**src/rtl/uart_rx_monitor.sv**
```systemverilog
// uart_rx_monitor: 8N1 UART receiver, LSB first, 16x oversampling with
// mid-bit sampling, start-glitch rejection, framing/overrun pulses and a
// small ready/valid output FIFO.
module uart_rx_monitor #(
  parameter int unsigned CLK_HZ     = 50_000_000,
  parameter int unsigned BAUD       = 115_200,
  parameter int unsigned FIFO_DEPTH = 4  // power of 2, >= 2
) (
  input  logic       clock,
  input  logic       reset,
  input  logic       rxd,
  output logic       data_valid,
  output logic [7:0] data_bits,
  input  logic       data_ready,
  output logic       framing_error,
  output logic       overrun
);

  localparam int unsigned DivRaw = CLK_HZ / (BAUD * 16);
  localparam int unsigned Div    = (DivRaw < 1) ? 1 : DivRaw;
  localparam int unsigned CntW   = (Div > 1) ? $clog2(Div) : 1;
  localparam int unsigned AddrW  = $clog2(FIFO_DEPTH);
  localparam int unsigned PtrW   = AddrW + 1;
  localparam logic [CntW-1:0] CntMax = CntW'(Div - 1);

  typedef enum logic [2:0] {
    StIdle,
    StStart,
    StData,
    StStop,
    StBreak
  } state_e;

  logic            sync_q;
  logic            rxs_q;
  logic [CntW-1:0] cnt_q;
  logic            tick;
  state_e          state_q;
  logic [3:0]      os_q;
  logic [2:0]      bit_cnt_q;
  logic [7:0]      shift_q;
  logic            frame_err_q;
  logic            start_det;
  logic            push;

  logic [7:0]      mem_q [FIFO_DEPTH];
  logic [PtrW-1:0] wptr_q;
  logic [PtrW-1:0] rptr_q;
  logic            ovr_q;
  logic            pop;
  logic            full;
  logic            empty;
  logic            do_write;

  // Two-flop synchronizer; resets to the idle line level so no false start.
  always_ff @(posedge clock or posedge reset) begin
    if (reset) begin
      sync_q <= 1'b1;
      rxs_q  <= 1'b1;
    end else begin
      sync_q <= rxd;
      rxs_q  <= sync_q;
    end
  end

  assign start_det = (state_q == StIdle) && !rxs_q;
  assign tick      = (cnt_q == CntMax);

  // Oversample tick divider, re-phased to the detected start edge.
  always_ff @(posedge clock or posedge reset) begin
    if (reset) begin
      cnt_q <= '0;
    end else if (start_det || tick) begin
      cnt_q <= '0;
    end else begin
      cnt_q <= cnt_q + CntW'(1);
    end
  end

  // Receive FSM: start validation, data shifting, stop check, break wait.
  always_ff @(posedge clock or posedge reset) begin
    if (reset) begin
      state_q     <= StIdle;
      os_q        <= '0;
      bit_cnt_q   <= '0;
      shift_q     <= '0;
      frame_err_q <= 1'b0;
    end else begin
      frame_err_q <= 1'b0;
      unique case (state_q)
        StIdle: begin
          os_q      <= '0;
          bit_cnt_q <= '0;
          if (!rxs_q) state_q <= StStart;
        end
        StStart: begin
          if (tick) begin
            if (os_q == 4'd7) begin
              // Mid start bit: a high line here was only a glitch.
              os_q    <= '0;
              state_q <= rxs_q ? StIdle : StData;
            end else begin
              os_q <= os_q + 4'd1;
            end
          end
        end
        StData: begin
          if (tick) begin
            os_q <= os_q + 4'd1;  // wraps to 0 on each bit boundary
            if (os_q == 4'd15) begin
              shift_q   <= {rxs_q, shift_q[7:1]};
              bit_cnt_q <= bit_cnt_q + 3'd1;
              if (bit_cnt_q == 3'd7) state_q <= StStop;
            end
          end
        end
        StStop: begin
          if (tick) begin
            os_q <= os_q + 4'd1;
            if (os_q == 4'd15) begin
              if (rxs_q) begin
                state_q <= StIdle;
              end else begin
                frame_err_q <= 1'b1;
                state_q     <= StBreak;
              end
            end
          end
        end
        StBreak: begin
          os_q <= '0;
          if (rxs_q) state_q <= StIdle;
        end
        default: state_q <= StIdle;
      endcase
    end
  end

  // A good stop bit sampled mid-bit delivers the assembled byte.
  assign push     = (state_q == StStop) && tick && (os_q == 4'd15) && rxs_q;
  assign empty    = (wptr_q == rptr_q);
  assign full     = (wptr_q[AddrW] != rptr_q[AddrW]) &&
                    (wptr_q[AddrW-1:0] == rptr_q[AddrW-1:0]);
  assign pop      = !empty && data_ready;
  // When full, a same-cycle pop frees the slot the push lands in.
  assign do_write = push && (!full || pop);

  // Output FIFO storage, pointers and overrun pulse.
  always_ff @(posedge clock or posedge reset) begin
    if (reset) begin
      for (int unsigned i = 0; i < FIFO_DEPTH; i++) mem_q[i] <= '0;
      wptr_q <= '0;
      rptr_q <= '0;
      ovr_q  <= 1'b0;
    end else begin
      ovr_q <= push && full && !pop;
      if (do_write) begin
        mem_q[wptr_q[AddrW-1:0]] <= shift_q;
        wptr_q                   <= wptr_q + PtrW'(1);
      end
      if (pop) rptr_q <= rptr_q + PtrW'(1);
    end
  end

  assign data_valid    = !empty;
  assign data_bits     = mem_q[rptr_q[AddrW-1:0]];
  assign framing_error = frame_err_q;
  assign overrun       = ovr_q;

endmodule

```
**config.mk**
```make
export PLATFORM = sky130hd
export DESIGN_NAME = uart_rx_monitor
export DESIGN_NICKNAME = d
export VERILOG_FILES = /design/src/rtl/uart_rx_monitor.sv
export SDC_FILE = /design/constraint.sdc
export NUM_CORES = 1
export LEC_CHECK = 0
export CAP_MARGIN = 20
export CORE_ASPECT_RATIO = 1.75
export CORE_UTILIZATION = 35
export CTS_CLUSTER_SIZE = 20
export DETAILED_ROUTE_END_ITERATION = 12
export HOLD_SLACK_MARGIN = 0.02
export PLACE_DENSITY = 0.56
export SYNTH_ARGS = -nofsm -noshare
export SYNTH_HDL_FRONTEND = slang
export SYNTH_SLANG_ARGS = --single-unit
```
**constraint.sdc**
```tcl
create_clock -name clock -period 2.19 [get_ports clock]
set_input_delay 0.3285 -clock clock [delete_from_list [all_inputs] [get_ports clock]]
set_output_delay 0.3285 -clock clock [all_outputs]
set_load 0.02 [all_outputs]
```
==> summary.txt, run 1 <==
STA
  • Final slew viol count: 0
  • Fin crit period: 2.04 ns
  • Clock Skew: 0.00676 ns
  • Final Hold Violating Endpoints: 0
  • RSZ-0062 raised after global routing: false
  • Slew of the pin with the lowest slew margin: 0.487 ns
  • Relative slew margins: 67.5%
  • Setup TNS Final: 0 ns
  • Final worst-path cycle share: 93.4%
  • Final worst slack: 0.145 ns
  • Max Clk Rate: 0.489 GHz
  • Final setup vio count: 0

Placed design
  • PortBufs: 14
  • Gp weighted congestion: 0.761
  • DP Wirelength: 4.05 mm
  • Pre-CTS WS: 0.0973 ns
  • Placement Cell Area: 0.00351 mm2

Synthesis
  • Most area-hungry cell type in the Yosys netlist: dfrtp_1
  • Mapped Cells: 221
  • Ranking of synthesized cells by area: dfrtp_1, mux2_2, mux4_2
  • Top cells by count, synth: dfrtp_1, mux2_2, nor2_1, nand2_1, ha_1
  • Mapped cell area: 0.00305 mm2
  • Count leader, synth: dfrtp_1
  • EDFF count, synth: 0
  • Main synth FF type: dfrtp_1
  • Post-synthesis sequential area ratio: 53.4%
  • Synth unique cells: 39
  • Flops & latches, synth: 65
  • Post-synth ARST share: 100%
  • Syn nets: 235
  • Synth Area per Inst: 13.8 um2
  • Synthesis Warnings: 0
  • Share of the synthesized area in the top cell type: 51.6%

Power
  • Pwr Density: 803 mW/mm2
  • P_leak: 1.73 nW
  • Total power: 0.00304 W
  • Peak VDD IR: 0.000436 V

Setup path
  • CP max stage delay: 0.51 ns
  • Worst Path Required: 1.86 ns
  • Critical path type: reg -> out
  • Reg2Reg Depth: 6
  • Worst Setup SP: rptr_q[0]$_DFFE_PP0P_
  • Reg2reg start: os_q[0]$_DFFE_PP0P_
  • CP startpoint kind: flip-flop
  • CP arrival: 1.72 ns
  • Worst-path fanout max: 8
  • Critical Path Slowest Stage Cell: mux4_2
  • Worst setup EP type: primary output
  • Crit-path cells: buf_12 -> mux4_2 -> dlygate4sd2_1

Die
  • Core ar.: 0.00837 mm2
  • Die height: 126 um
  • # rows: 44
  • I/O pin count: 15
  • Starting density of the core: 36.5%
  • Die width: 72.6 um
  • Die area: 0.00911 mm2

Routing
  • DR pass1 iterations: 4
  • Average wire per standard cell: 14.8 um
  • DR iter-0 viols: 75
  • Post-Route WL: 5.56 mm
  • Vias/cell: 4.88
  • Drt drc: 0
  • Vias: 1836
  • Final ANT Viol Nets: 0

Layout
  • Util after Layout: 45.3%
  • Share of cells above drive strength 1: 34.1%
  • N_diodes: 0
  • Final instance area: 0.00379 mm2
  • Fillers: 793
  • FF+latch area: 0.00163 mm2
  • Final Net Count: 270
  • Multi-input combinational cell area: 0.00135 mm2
  • Synth-to-layout area growth: 24.2%

Clock network
  • Clock root buffer: clkbuf_16
  • Reg clk slew, reported paths: 0.05 ns
  • Clock Tree Buf Depth: 2
  • CTS sink count: 65
  • Hold buffers post-CTS: 0
  • # H-tree levels: 3
  • CTS tree: yes
  • CTS buffer count: 9
  • Clock Latency Late Sink: 0.33 ns

Global routing
  • Global route overflow: 0
  • Initial antenna violation count: 0
  • Vias in the first global route: 1964
  • Largest net degree at the start of global routing: 30
  • GRT Overall Usage: 14.8%
  • First-pass GRT wire length: 9.86 mm

Run status
  • Outcome: finished, final reports clean

Job
  • Max-cap viol count: 0

Worst hold path
  • Hold Path Class: in -> async
path summary, 6_finish.rpt:
path                                               end  slack [ns]
min in group clock                     rxs_q$_DFF_PP1_        0.35
worst max register to register    mem_q[4]$_DFFE_PP0P_        0.21
worst max-delay path                      data_bits[5]        0.15
max in group asynchronous             sync_q$_DFF_PP1_        1.33
worst min register to register         rxs_q$_DFF_PP1_        0.35
worst min-delay path            shift_q[1]$_DFFE_PP0P_        0.33
state kept, by name (all words and copies together), names as in the netlist:
| register | count |
|---|---|
| cnt_q | 5 |
| state_q | 3 |
| overrun | 1 |
| mem_q | 32 |
| rxs_q | 1 |
| os_q | 4 |
| framing_error | 1 |
| shift_q | 8 |
| bit_cnt_q | 3 |
| rptr_q | 3 |
| sync_q | 1 |
| wptr_q | 3 |
per-layer routing:
layer,GRT usage (%),routed length [um],part of all wire [%],vias up
met5,0,0,0,-
met4,9.34,172,3.1,0
met3,3.38,136,2.4,11
met2,24.7,3020,54,22
met1,16.5,2240,40,926
li1,-,-,-,877
what timing repair did:
item	CTS	global route
buffers inserted	0	0
gates resized for setup	8	1
endpoints found under the hold margin	0	0
setup endpoints to repair	8	1
through the flow:
step           hold WS, ns  std cells
2_1_floorplan        0.333        221
3_3_place_gp         0.348        360
3_5_place_dp         0.347        360
4_1_cts              0.335        376
5_1_grt              0.362        376
6_report             0.330        376
cell usage in the layout, fill, tap and decap left out, types with 2 or more instances in the layout:
cell type / n
xnor2_1: 8
o41ai_1: 2
buf_4: 10
clkbuf_1: 3
mux4_2: 8
nand4b_1: 4
o22ai_1: 2
clkdlybuf4s50_1: 5
buf_12: 7
mux2_1: 2
nor3_4: 4
dfstp_2: 2
nand2_1: 11
mux2_2: 40
dlygate4sd2_1: 8
nand3_1: 5
and4b_1: 3
a31oi_1: 2
nor2_1: 12
inv_1: 6
o21ai_0: 5
dfrtp_1: 63
nor3b_1: 2
a21oi_1: 3
clkbuf_16: 9
xor2_1: 4
ha_1: 10
a21boi_0: 2
logic make-up (layout without fill, tap and decap cells):
family	count (synthesis)	in the layout	share of synthesized area, %
mux	51	51	21.7
flops	65	65	53.4
xor+xnor	12	12	3.44
compound gates	20	20	4.26
simple gates	49	49	10.7
buf+inv	14	54	2.38
fa+ha+maj	10	10	4.10
power by group:
group | internal, W | leakage (nW) | switching [W]
Sequential | 0.00124 | 0.859 | 0.0000303
Combinational | 0.000197 | 0.730 | 0.000185
Clock | 0.000910 | 0.140 | 0.000486
final cells by class:
class,count,share of cell area [%]
flip-flops and latches,65,43.0
multi-input cells,142,35.6
repair buffers,31,9.17
clock buffers,13,6.60
well taps,115,3.80
clock inverters,3,1.12
inverters,7,0.693
worst max-delay path, delay by kind of cell (launching register included):
kind | cells | cell delay (ns)
mux | 1 | 0.51
flops | 1 | 0.39
buf+inv | 2 | 0.49
(Power assumes the default switching activity.)
==> inputs of run 2 (changes only) <==
TNS_END_PERCENT = 5   (was not set)
==> results of run 2 <==
The final DEF is identical to that of run 1; final timing and power are the same.
==> inputs of run 3 (changes only) <==
--- a/config.mk
+++ b/config.mk
@@ -9,4 +9,5 @@
 export CORE_ASPECT_RATIO = 1.75
+export CORE_MARGIN = 2
 export CORE_UTILIZATION = 35
-export CTS_CLUSTER_SIZE = 20
+export CTS_CLUSTER_SIZE = 14
 export DETAILED_ROUTE_END_ITERATION = 12
==> constraint.sdc (replaced) <==
create_clock -name clock -period 2.19 [get_ports clock]
set_input_delay 0.657 -clock clock [delete_from_list [all_inputs] [get_ports clock]]
set_output_delay 0.657 -clock clock [all_outputs]
set_load 0.02 [all_outputs]
==> run 3 against run 2 <==
Against the previous run: the flow now finishes with violations (negative setup slack); critical path depth did not move; power rose by 10%; sequential power barely moved; clock skew fell by 0.00067 ns; via count rose by 0.65%; critical endpoint is now data_bits[6]; largest power group unchanged.
==> summary.txt, run 3 (synthesis gave the netlist of run 1 again) <==
Run status
  • Outcome: finished, violations left
  • Failing checks: negative setup slack

Setup path
  • Worst-path fanout max: 8
  • Worst setup EP type: primary output
  • Reg2reg start: rptr_q[0]$_DFFE_PP0P_
  • Worst Path Required: 1.53 ns
  • CP max stage delay: 0.53 ns
  • CP arrival: 1.56 ns
  • CP startpoint kind: flip-flop
  • Critical path type: reg -> out
  • Worst Setup SP: rptr_q[0]$_DFFE_PP0P_
  • Crit-path cells: buf_12 -> mux4_2 -> buf_6
  • Critical Path Slowest Stage Cell: mux4_2

STA
  • Final worst-path cycle share: 101%
  • Clock Skew: 0.00609 ns
  • RSZ-0062 raised after global routing: true
  • Fin crit period: 2.22 ns
  • Slew of the pin with the lowest slew margin: 0.472 ns
  • Max Clk Rate: 0.450 GHz
  • Setup TNS Final: -0.0848 ns
  • Final slew viol count: 0
  • Final Hold Violating Endpoints: 0
  • Final worst slack: -0.0302 ns
  • Relative slew margins: 68.5%
  • Final setup vio count: 6

Layout
  • Final Net Count: 274
  • FF+latch area: 0.00163 mm2
  • Fillers: 813
  • Post-route insts no fill: 382
  • Reg with most FFs: mem_q
  • Max reg flops: 32
  • Multi-input combinational cell area: 0.00136 mm2
  • Final instance area: 0.00385 mm2
  • Most common cell after layout, fill and taps aside: dfrtp_1
  • Top Registers: mem_q x32, shift_q x8, cnt_q x5
  • N_diodes: 0
  • Commonest cells after routing, fill and taps aside: dfrtp_1, mux2_2, buf_4, nor2_1, nand2_1
  • Synth-to-layout area growth: 26.1%
  • Share of cells above drive strength 1: 40.0%

Clock network
  • # H-tree levels: 3
  • Reg clk slew, reported paths: 0.05 ns
  • Clock root buffer: clkbuf_16
  • CTS sink count: 65
  • Clock Tree Buf Depth: 2
  • CTS buffer count: 9
  • CTS tree: yes
  • Clock Latency Late Sink: 0.33 ns
  • Hold buffers post-CTS: 0

Routing
  • DR pass1 iterations: 4
  • Drt drc: 0
  • Final ANT Viol Nets: 0
  • Vias/cell: 4.84
  • Metal3 WL: 168 um
  • DR iter-0 viols: 83
  • Average wire per standard cell: 14.7 um
  • Post-Route WL: 5.61 mm
  • Met1 WL: 2.17 mm
  • Highest Signal Layer: met4
  • Vias: 1848
  • Wire length on met2: 3.16 mm

Placed design
  • Gp weighted congestion: 0.748
  • DP Wirelength: 3.95 mm
  • PortBufs: 14
  • Placement Cell Area: 0.00351 mm2
  • Pre-CTS WS: -0.208 ns
  • Placed Instances: 364

Global routing
  • Largest net degree at the start of global routing: 66
  • Global route overflow: 0
  • GRT Overall Usage: 14.2%
  • Vias in the first global route: 2011
  • Initial antenna violation count: 0
  • First-pass GRT wire length: 9.96 mm

Die
  • Core ar.: 0.00856 mm2
  • Die area: 0.00952 mm2
  • # rows: 45
  • I/O pin count: 15
  • Die height: 128 um
  • Starting density of the core: 35.7%
  • Die width: 74.6 um

Worst hold path
  • Worst min-delay path startpoint: sync_q$_DFF_PP1_
  • Hold Path Class: reg -> reg

Power
  • Pwr Density: 870 mW/mm2
  • Peak VDD IR: 0.000398 V
  • Total power: 0.00335 W
  • P_leak: 1.76 nW

Job
  • Max-cap viol count: 0
==> run 3: cell type report <==
class | count | area share (%)
well taps | 117 | 3.80
flip-flops and latches | 65 | 42.3
repair buffers | 35 | 8.84
clock buffers | 10 | 6.21
multi-input cells | 142 | 35.3
inverters | 7 | 0.780
clock inverters | 6 | 2.73
==> run 3: layer usage <==
| metal | up-vias | global-route usage (%) |
|---|---|---|
| met4 | 0 | 6.30 |
| li1 | 884 | - |
| met3 | 7 | 4.34 |
| met1 | 937 | 15.8 |
| met2 | 20 | 24.2 |
| met5 | - | 0 |
==> run 3: worst paths after layout <==
| kind | to | slack, ns | depth (start not counted) |
|---|---|---|---|
| max | data_bits[6] | -0.03 | 3 |
| min | rxs_q$_DFF_PP1_ | 0.35 | 0 |
| max in group asynchronous | sync_q$_DFF_PP1_ | 1.13 | 3 |
| min reg2reg | rxs_q$_DFF_PP1_ | 0.35 | 0 |
| max reg2reg | mem_q[11]$_DFFE_PP0P_ | 0.15 | 7 |
| min in group asynchronous | mem_q[15]$_DFFE_PP0P_ | 0.77 | 3 |
==> run 3: timing repair <==
item | in CTS | in global routing
setup endpoints to repair | 9 | 10
pin swaps | 0 | 1
buffers inserted | 1 | 1
resized for setup | 36 | 5
==> run 3: power by group <==
part	switching, W	leakage [nW]	total (W)	internal, W
Clock	0.000486	0.172	0.00162	0.00113
Sequential	0.0000297	0.859	0.00127	0.00124
Combinational	0.000212	0.726	0.000464	0.000252
==> run 3: worst max-delay path: cells and delay by family (launching register included) <==
kind | cells | cell delay, ns
flops | 1 | 0.39
mux | 1 | 0.53
buf+inv | 2 | 0.31
==> run 3: metrics by stage <==
stage                     hold slack, ns  utilization, %
after floorplan                    0.345               -
after global placement             0.347            41.1
after detailed placement           0.347            41.1
after CTS                          0.354            44.6
after global routing               0.355            45.0
final                              0.355            45.0
==> variant 1, RTL diff (flow settings as in run 3) <==
Add an input register stage for `rxd`, with the module's reset; this delays it by one clock. The other inputs are not delayed to match.
--- a/src/rtl/uart_rx_monitor.sv
+++ b/src/rtl/uart_rx_monitor.sv
@@ -31,6 +31,16 @@
     StBreak
   } state_e;
 
+  logic rxd_q;
+
+  always_ff @(posedge clock or posedge reset) begin
+    if (reset) begin
+      rxd_q <= '0;
+    end else begin
+      rxd_q <= rxd;
+    end
+  end
+
   logic            sync_q;
   logic            rxs_q;
   logic [CntW-1:0] cnt_q;
@@ -58,7 +68,7 @@
       sync_q <= 1'b1;
       rxs_q  <= 1'b1;
     end else begin
-      sync_q <= rxd;
+      sync_q <= rxd_q;
       rxs_q  <= sync_q;
     end
   end
Formal check against the unedited RTL: same outputs for any inputs over 10 cycles, from zero or initial values and one cycle with reset high; that may be too few to reach the edited logic, so the function may still have changed.
==> variant 1 against run 3 <==
- area after synthesis fell by 0.82%
- hold slack worse by 0.0070 ns
- clock skew fell by 0.0013 ns
- setup slack better by 0.055 ns
- total power down 5.8%
- cell area fell by 1.7%
- wire length decreased by 4.4%
- sequential cell count increased by 1
- critical path type unchanged
==> variant 1: results (changes against run 3) <==
Final layout
The count of nets after finishing is 266 (was 274). The fill cell total of the finished layout is 782 (was 813). The clock tree cell share of total cell area is 8.07% (was 8.94%).

The fraction of final layout cells with drive strength greater than 1 is 39.3% (was 40.0%). The number of buffers outside the clock class in the layout came to 32 (was 35). The layout buffering overhead excluding clock cells came to 9.22% (was 8.84%). The multi-input combinational cell count was 138 (was 142).

The fraction of area in registers is 43.7% (was 42.3%). The clock buffer count is 11 (was 10). The final non-filler cell total came to 372 (was 382). The number of signal-net inverters in the final layout is 5 (was 7). The multi-input logic area is 1310 sq um (was 1360 sq um). The sequential cell area in the final layout is 1650 sq um (was 1630 sq um).

Place
The pre-CTS worst setup slack came to -0.170 ns (was -0.208 ns). The number of cells after detailed placement is 356 (was 364). The placed wire-length estimate after detailed placement is 3.91 mm (was 3.95 mm). The placer congestion estimate is 0.799 (was 0.748). The instance area at placement is 3510 sq um (about the same).

Timing
The clock tree skew after final layout came to 0.00483 ns (was 0.00609 ns). The final critical-path required period was 2.16 ns (was 2.22 ns). The tightest slew margin relative to the limit was 58.1% (was 68.5%). The worst hold margin is 0.348 ns (was 0.355 ns).

Logic synthesis
Commonest cells in the synthesized netlist: dfrtp_1, mux2_2, nor2_1 (unchanged). The number of distinct library cells after synthesis came to 35 (was 39). The net count after synthesis came to 231 (was 235).

The average size of a mapped cell is 14.0 sq um (was 13.8 sq um). Largest cells by area after synthesis: dfrtp_1, mux2_2, mux4_2 (unchanged). The sequential fraction of the synthesis area is 54.6% (was 53.4%).

Global route
The global-route total usage across every layer is 13.5% (was 14.2%). The maximum number of pins on one net before global-route repair is 28 (was 66). The number of global-route vias before repair is 1967 (was 2011).

The wire length of the first global-routing pass is 9.52 mm (was 9.96 mm). The total congestion overflow is 0 (unchanged).

Worst setup path
The reg-to-reg startpoint is cnt_q[0] (was rptr_q[0]). The worst reg2reg path endpoint is mem_q[5] (was mem_q[11]). The depth of the most critical reg-to-reg path was 7 (unchanged). The end point of the critical path is data_bits[5] (was data_bits[6]). The maximum net fanout on the critical path is 9 (was 8).

Drt
The via density per instance is 4.82 (was 4.84). The iteration-0 DRC count of the detailed router is 77 (was 83). The final wirelength is 5.37 mm (was 5.61 mm).

Power
The peak supply drop is 0.000406 V (was 0.000398 V). The internal power component is 2.43 mW (was 2.62 mW). The static power due to leakage came to 1.75 nW (was 1.76 nW).

Min path
The end point of the worst hold path is sync_q (was rxs_q). The beginning of the worst hold path is rxd_q (was sync_q).

Run status
Status: finished, final reports clean (was finished with violations).

Clock network
The setup fix buffers added after clock tree synthesis is 0 (was 1). The cell chosen for the clock root is clkbuf_16 (unchanged). The number of clock sinks came to 66 (was 65).

The total clock buffers created by CTS came to 9 (unchanged).

Floorplanning
The core outline area is 8370 sq um (was 8560 sq um).
[variant 1: logic make-up after synthesis]
logic type      after synthesis  synth area share (%)
compound gates               14                  3.18
xor+xnor                     12                  3.47
fa+ha+maj                    10                  4.13
buf+inv                      13                  2.36
flops                        66                  54.6
mux                          52                  22.3
simple gates                 50                  9.96
[variant 1: power groups by stage]
stage / Clock, mW / Combinational [mW] / Sequential, mW
finish: 1.43 / 0.447 / 1.28
detailed placement: 0 / 0.458 / 1.30
global placement: 0 / 0.452 / 1.30
global route: 1.54 / 0.496 / 1.28
CTS: 1.47 / 0.452 / 1.28
floorplan: 0 / 0.287 / 1.29
[variant 1: per-layer routing]
layer	wire (microns)	vias up	share of wire, %	track usage [%]
met5	0	-	0	0
met4	91	0	1.7	6.62
met3	127	7	2.4	3.63
met2	2950	14	55	23.1
met1	2190	921	41	15.1
li1	-	851	-	-
[variant 1: worst max-delay path, stage by stage, from the launching register on]
cell and delay (ns):
dfrtp_1 0.36, buf_12 0.15, mux4_2 0.50, buf_2 0.17
==> variant 2, RTL diff (config.mk and constraints of run 3) <==
Made on the original files. Change the parameter `FIFO_DEPTH` from 4 to 8.
--- a/src/rtl/uart_rx_monitor.sv
+++ b/src/rtl/uart_rx_monitor.sv
@@ -4,7 +4,7 @@
 module uart_rx_monitor #(
   parameter int unsigned CLK_HZ     = 50_000_000,
   parameter int unsigned BAUD       = 115_200,
-  parameter int unsigned FIFO_DEPTH = 4  // power of 2, >= 2
+  parameter int unsigned FIFO_DEPTH = 8  // power of 2, >= 2
 ) (
   input  logic       clock,
   input  logic       reset,
Function: same outputs for any inputs over 10 cycles, from zero or initial values and one cycle with reset high; that may be too few to reach the edited logic, so the function may still have changed.
==> variant 2 against run 3 <==
- the run still ends with negative setup slack left
- wire length grew 73%
- area after synthesis up 56%
- first-iteration DRC count is 54% lower
- via count is 51% higher
- utilization fell by 1.3 points
- hold slack better by 0.0023 ns
- die area grew 53%
- sequential cell count grew 34
- final cell count rose by 42%
- maximum frequency fell by 12%
- total power increased by 32%
- setup slack got worse by 0.30 ns
- non-clock buffer count increased by 11
- cell area up 51%
- critical path type unchanged
==> variant 2: results (changes against run 3) <==
Run status
Status: finished with violations (unchanged). Failing checks: negative setup slack (unchanged).

Power
The peak supply drop came to 0.000367 V (was 0.000398 V). The net switching share of the total power is 27.7% (was 21.7%). The static power due to leakage was 2.68 nW (was 1.76 nW).

Worst setup path
The largest incremental delay on the critical path is 0.50 ns (was 0.53 ns). The arrival time at the worst endpoint is 1.86 ns (was 1.56 ns).

Clock network
The deepest level of the CTS H-tree is 3 (unchanged). The clock slew at the register clock pins of the worst setup and hold paths came to 0.07 ns (was 0.05 ns). The worst-skew pair later-pin latency is 0.34 ns. The cell chosen for the clock root is clkbuf_16 (unchanged).

Final layout
Registers with the highest flip-flop counts: mem_q (64), shift_q (8), cnt_q (5) (was mem_q (32), shift_q (8), cnt_q (5)). The count of nets after finishing is 373 (was 274). The fraction of final layout cells with drive strength greater than 1 is 46.0% (was 40.0%). The fill cell total of the finished layout is 1231 (was 813). The utilization of the core after routing was 43.7% (was 45.0%). The count of inserted antenna diode cells came to 0 (unchanged).

Logic synthesis
Commonest cells in the synthesized netlist: dfrtp_1, mux2_2, mux4_2 (was dfrtp_1, mux2_2, nor2_1). The sequential fraction of the synthesis area is 52.2% (was 53.4%). The total of warnings raised by yosys came to 0 (unchanged). The share of async-settable or async-resettable flops after synthesis came to 100% (unchanged). Largest cells by area after synthesis: dfrtp_1, mux2_2, mux4_2 (unchanged). The number of distinct library cells after synthesis is 42 (was 39). The net count after synthesis is 337 (was 235).

Min path
The path type of the worst min-delay path is reg2reg (unchanged).

Global route
The maximum number of pins on one net before global-route repair is 35 (was 66). The global-route total usage across every layer is 14.5% (was 14.2%). The number of antenna violations at the first check in global routing is 0 (unchanged). The number of global-route vias before repair is 3009 (was 2011).

The wire length of the first global-routing pass is 16.0 mm (was 9.96 mm).

Drt
The routed metal-1 wirelength is 4.03 mm (was 2.17 mm). The wire length on met2 is 5.29 mm (was 3.16 mm). The iteration-0 DRC count of the detailed router is 38 (was 83).

The total number of vias is 2783 (was 1848). The wire length on met3 was 206 microns (was 168 microns). The final wirelength came to 9.69 mm (was 5.61 mm). The topmost layer with routed signal wires is met4 (unchanged).

Timing
The tightest slew margin relative to the limit is 64.6% (was 68.5%). The number of endpoints failing setup at the final stage was 8 (was 6). The worst setup margin is -0.328 ns (was -0.0302 ns). The clock tree skew after final layout is 0.00614 ns (was 0.00609 ns).

Place
The placed wire-length estimate after detailed placement is 6.51 mm (was 3.95 mm). The instance area at placement was 5440 sq um (was 3510 sq um). The count of input and output buffers is 14 (unchanged). The placer congestion estimate was 0.765 (was 0.748).
==> variant 2: cell count changes after synthesis, sizes merged, moves of 4 or more <==
cell / before / now
buf: 4 / 15
dfrtp: 63 / 97
mux2: 42 / 82
mux4: 8 / 16
nand2: 12 / 6
nand3: 5 / 11
nor2b: 0 / 4
o2111ai: 0 / 7
==> variant 2: critical path: cells and delay by family (launching register included) <==
kind	cells	cell delay, ns
multiplexers	2	0.80
buffers and inverters	2	0.29
flip-flops	1	0.42
==> variant 2: per-stage QoR <==
step	setup slack (ns)	hold WS [ns]	instances	setup TNS [ns]	power, mW
after CTS	-0.407	0.360	542	-3.02	4.53
after global routing	-0.368	0.365	541	-3.70	4.62
final	-0.328	0.357	541	-2.41	4.42
after detailed placement	-0.404	0.349	524	-16.96	2.85
after global placement	-0.391	0.346	524	-16.13	2.83
after floorplan	-0.144	0.345	326	-1.15	2.50
==> variant 2: power by group through the flow <==
stage	Clock, mW	Sequential [mW]	Combinational [mW]
6_report	1.55	1.93	0.942
5_1_grt	1.67	1.93	1.02
4_1_cts	1.59	1.93	1.01
3_5_place_dp	0	1.95	0.896
3_3_place_gp	0	1.95	0.882
2_1_floorplan	0	1.93	0.577
==> variant 2: cells by family (layout without fill, tap and decap cells) <==
| kind of cell | Yosys count | count (layout) | synth area share [%] |
|---|---|---|---|
| fa+ha+maj | 7 | 7 | 1.84 |
| compound gates | 30 | 30 | 7.16 |
| mux | 98 | 98 | 27.0 |
| xor+xnor | 14 | 14 | 2.90 |
| simple gates | 52 | 52 | 6.06 |
| buf+inv | 26 | 67 | 2.82 |
| flops | 99 | 99 | 52.2 |
==> variant 2: cell type report <==
cell class,instances,share of cell area (%)
Inverter,5,0.387
Sequential cell,99,42.7
Tap cell,174,3.75
Timing Repair Buffer,46,10.6
Multi-Input combinational cell,201,37.5
Clock inverter,5,0.732
Clock buffer,11,4.35
==> variant 2: what timing repair did <==
action	in CTS	in global routing
pin swaps	0	3
gates resized for setup	53	13
setup endpoints to repair	17	81
setup buffers	1	0
gates cloned	1	0
==> variant 2: worst paths after layout <==
check | from | to | slack [ns] | cells after the start
worst min-delay path | sync_q | rxs_q | 0.36 | 0
worst max-delay path | rptr_q[0] | data_bits[6] | -0.33 | 4
max in group asynchronous | reset | rptr_q[0] | 0.93 | 3
min in group asynchronous | reset | shift_q[7] | 0.62 | 2
worst max register to register | cnt_q[0] | shift_q[5] | 0.01 | 8
worst min register to register | sync_q | rxs_q | 0.36 | 0
==> variant 2: layer usage <==
| metal | vias up | GRT usage, % |
|---|---|---|
| met4 | 0 | 5.47 |
| li1 | 1285 | - |
| met1 | 1466 | 16.4 |
| met5 | - | 0 |
| met2 | 22 | 26.4 |
| met3 | 10 | 3.38 |
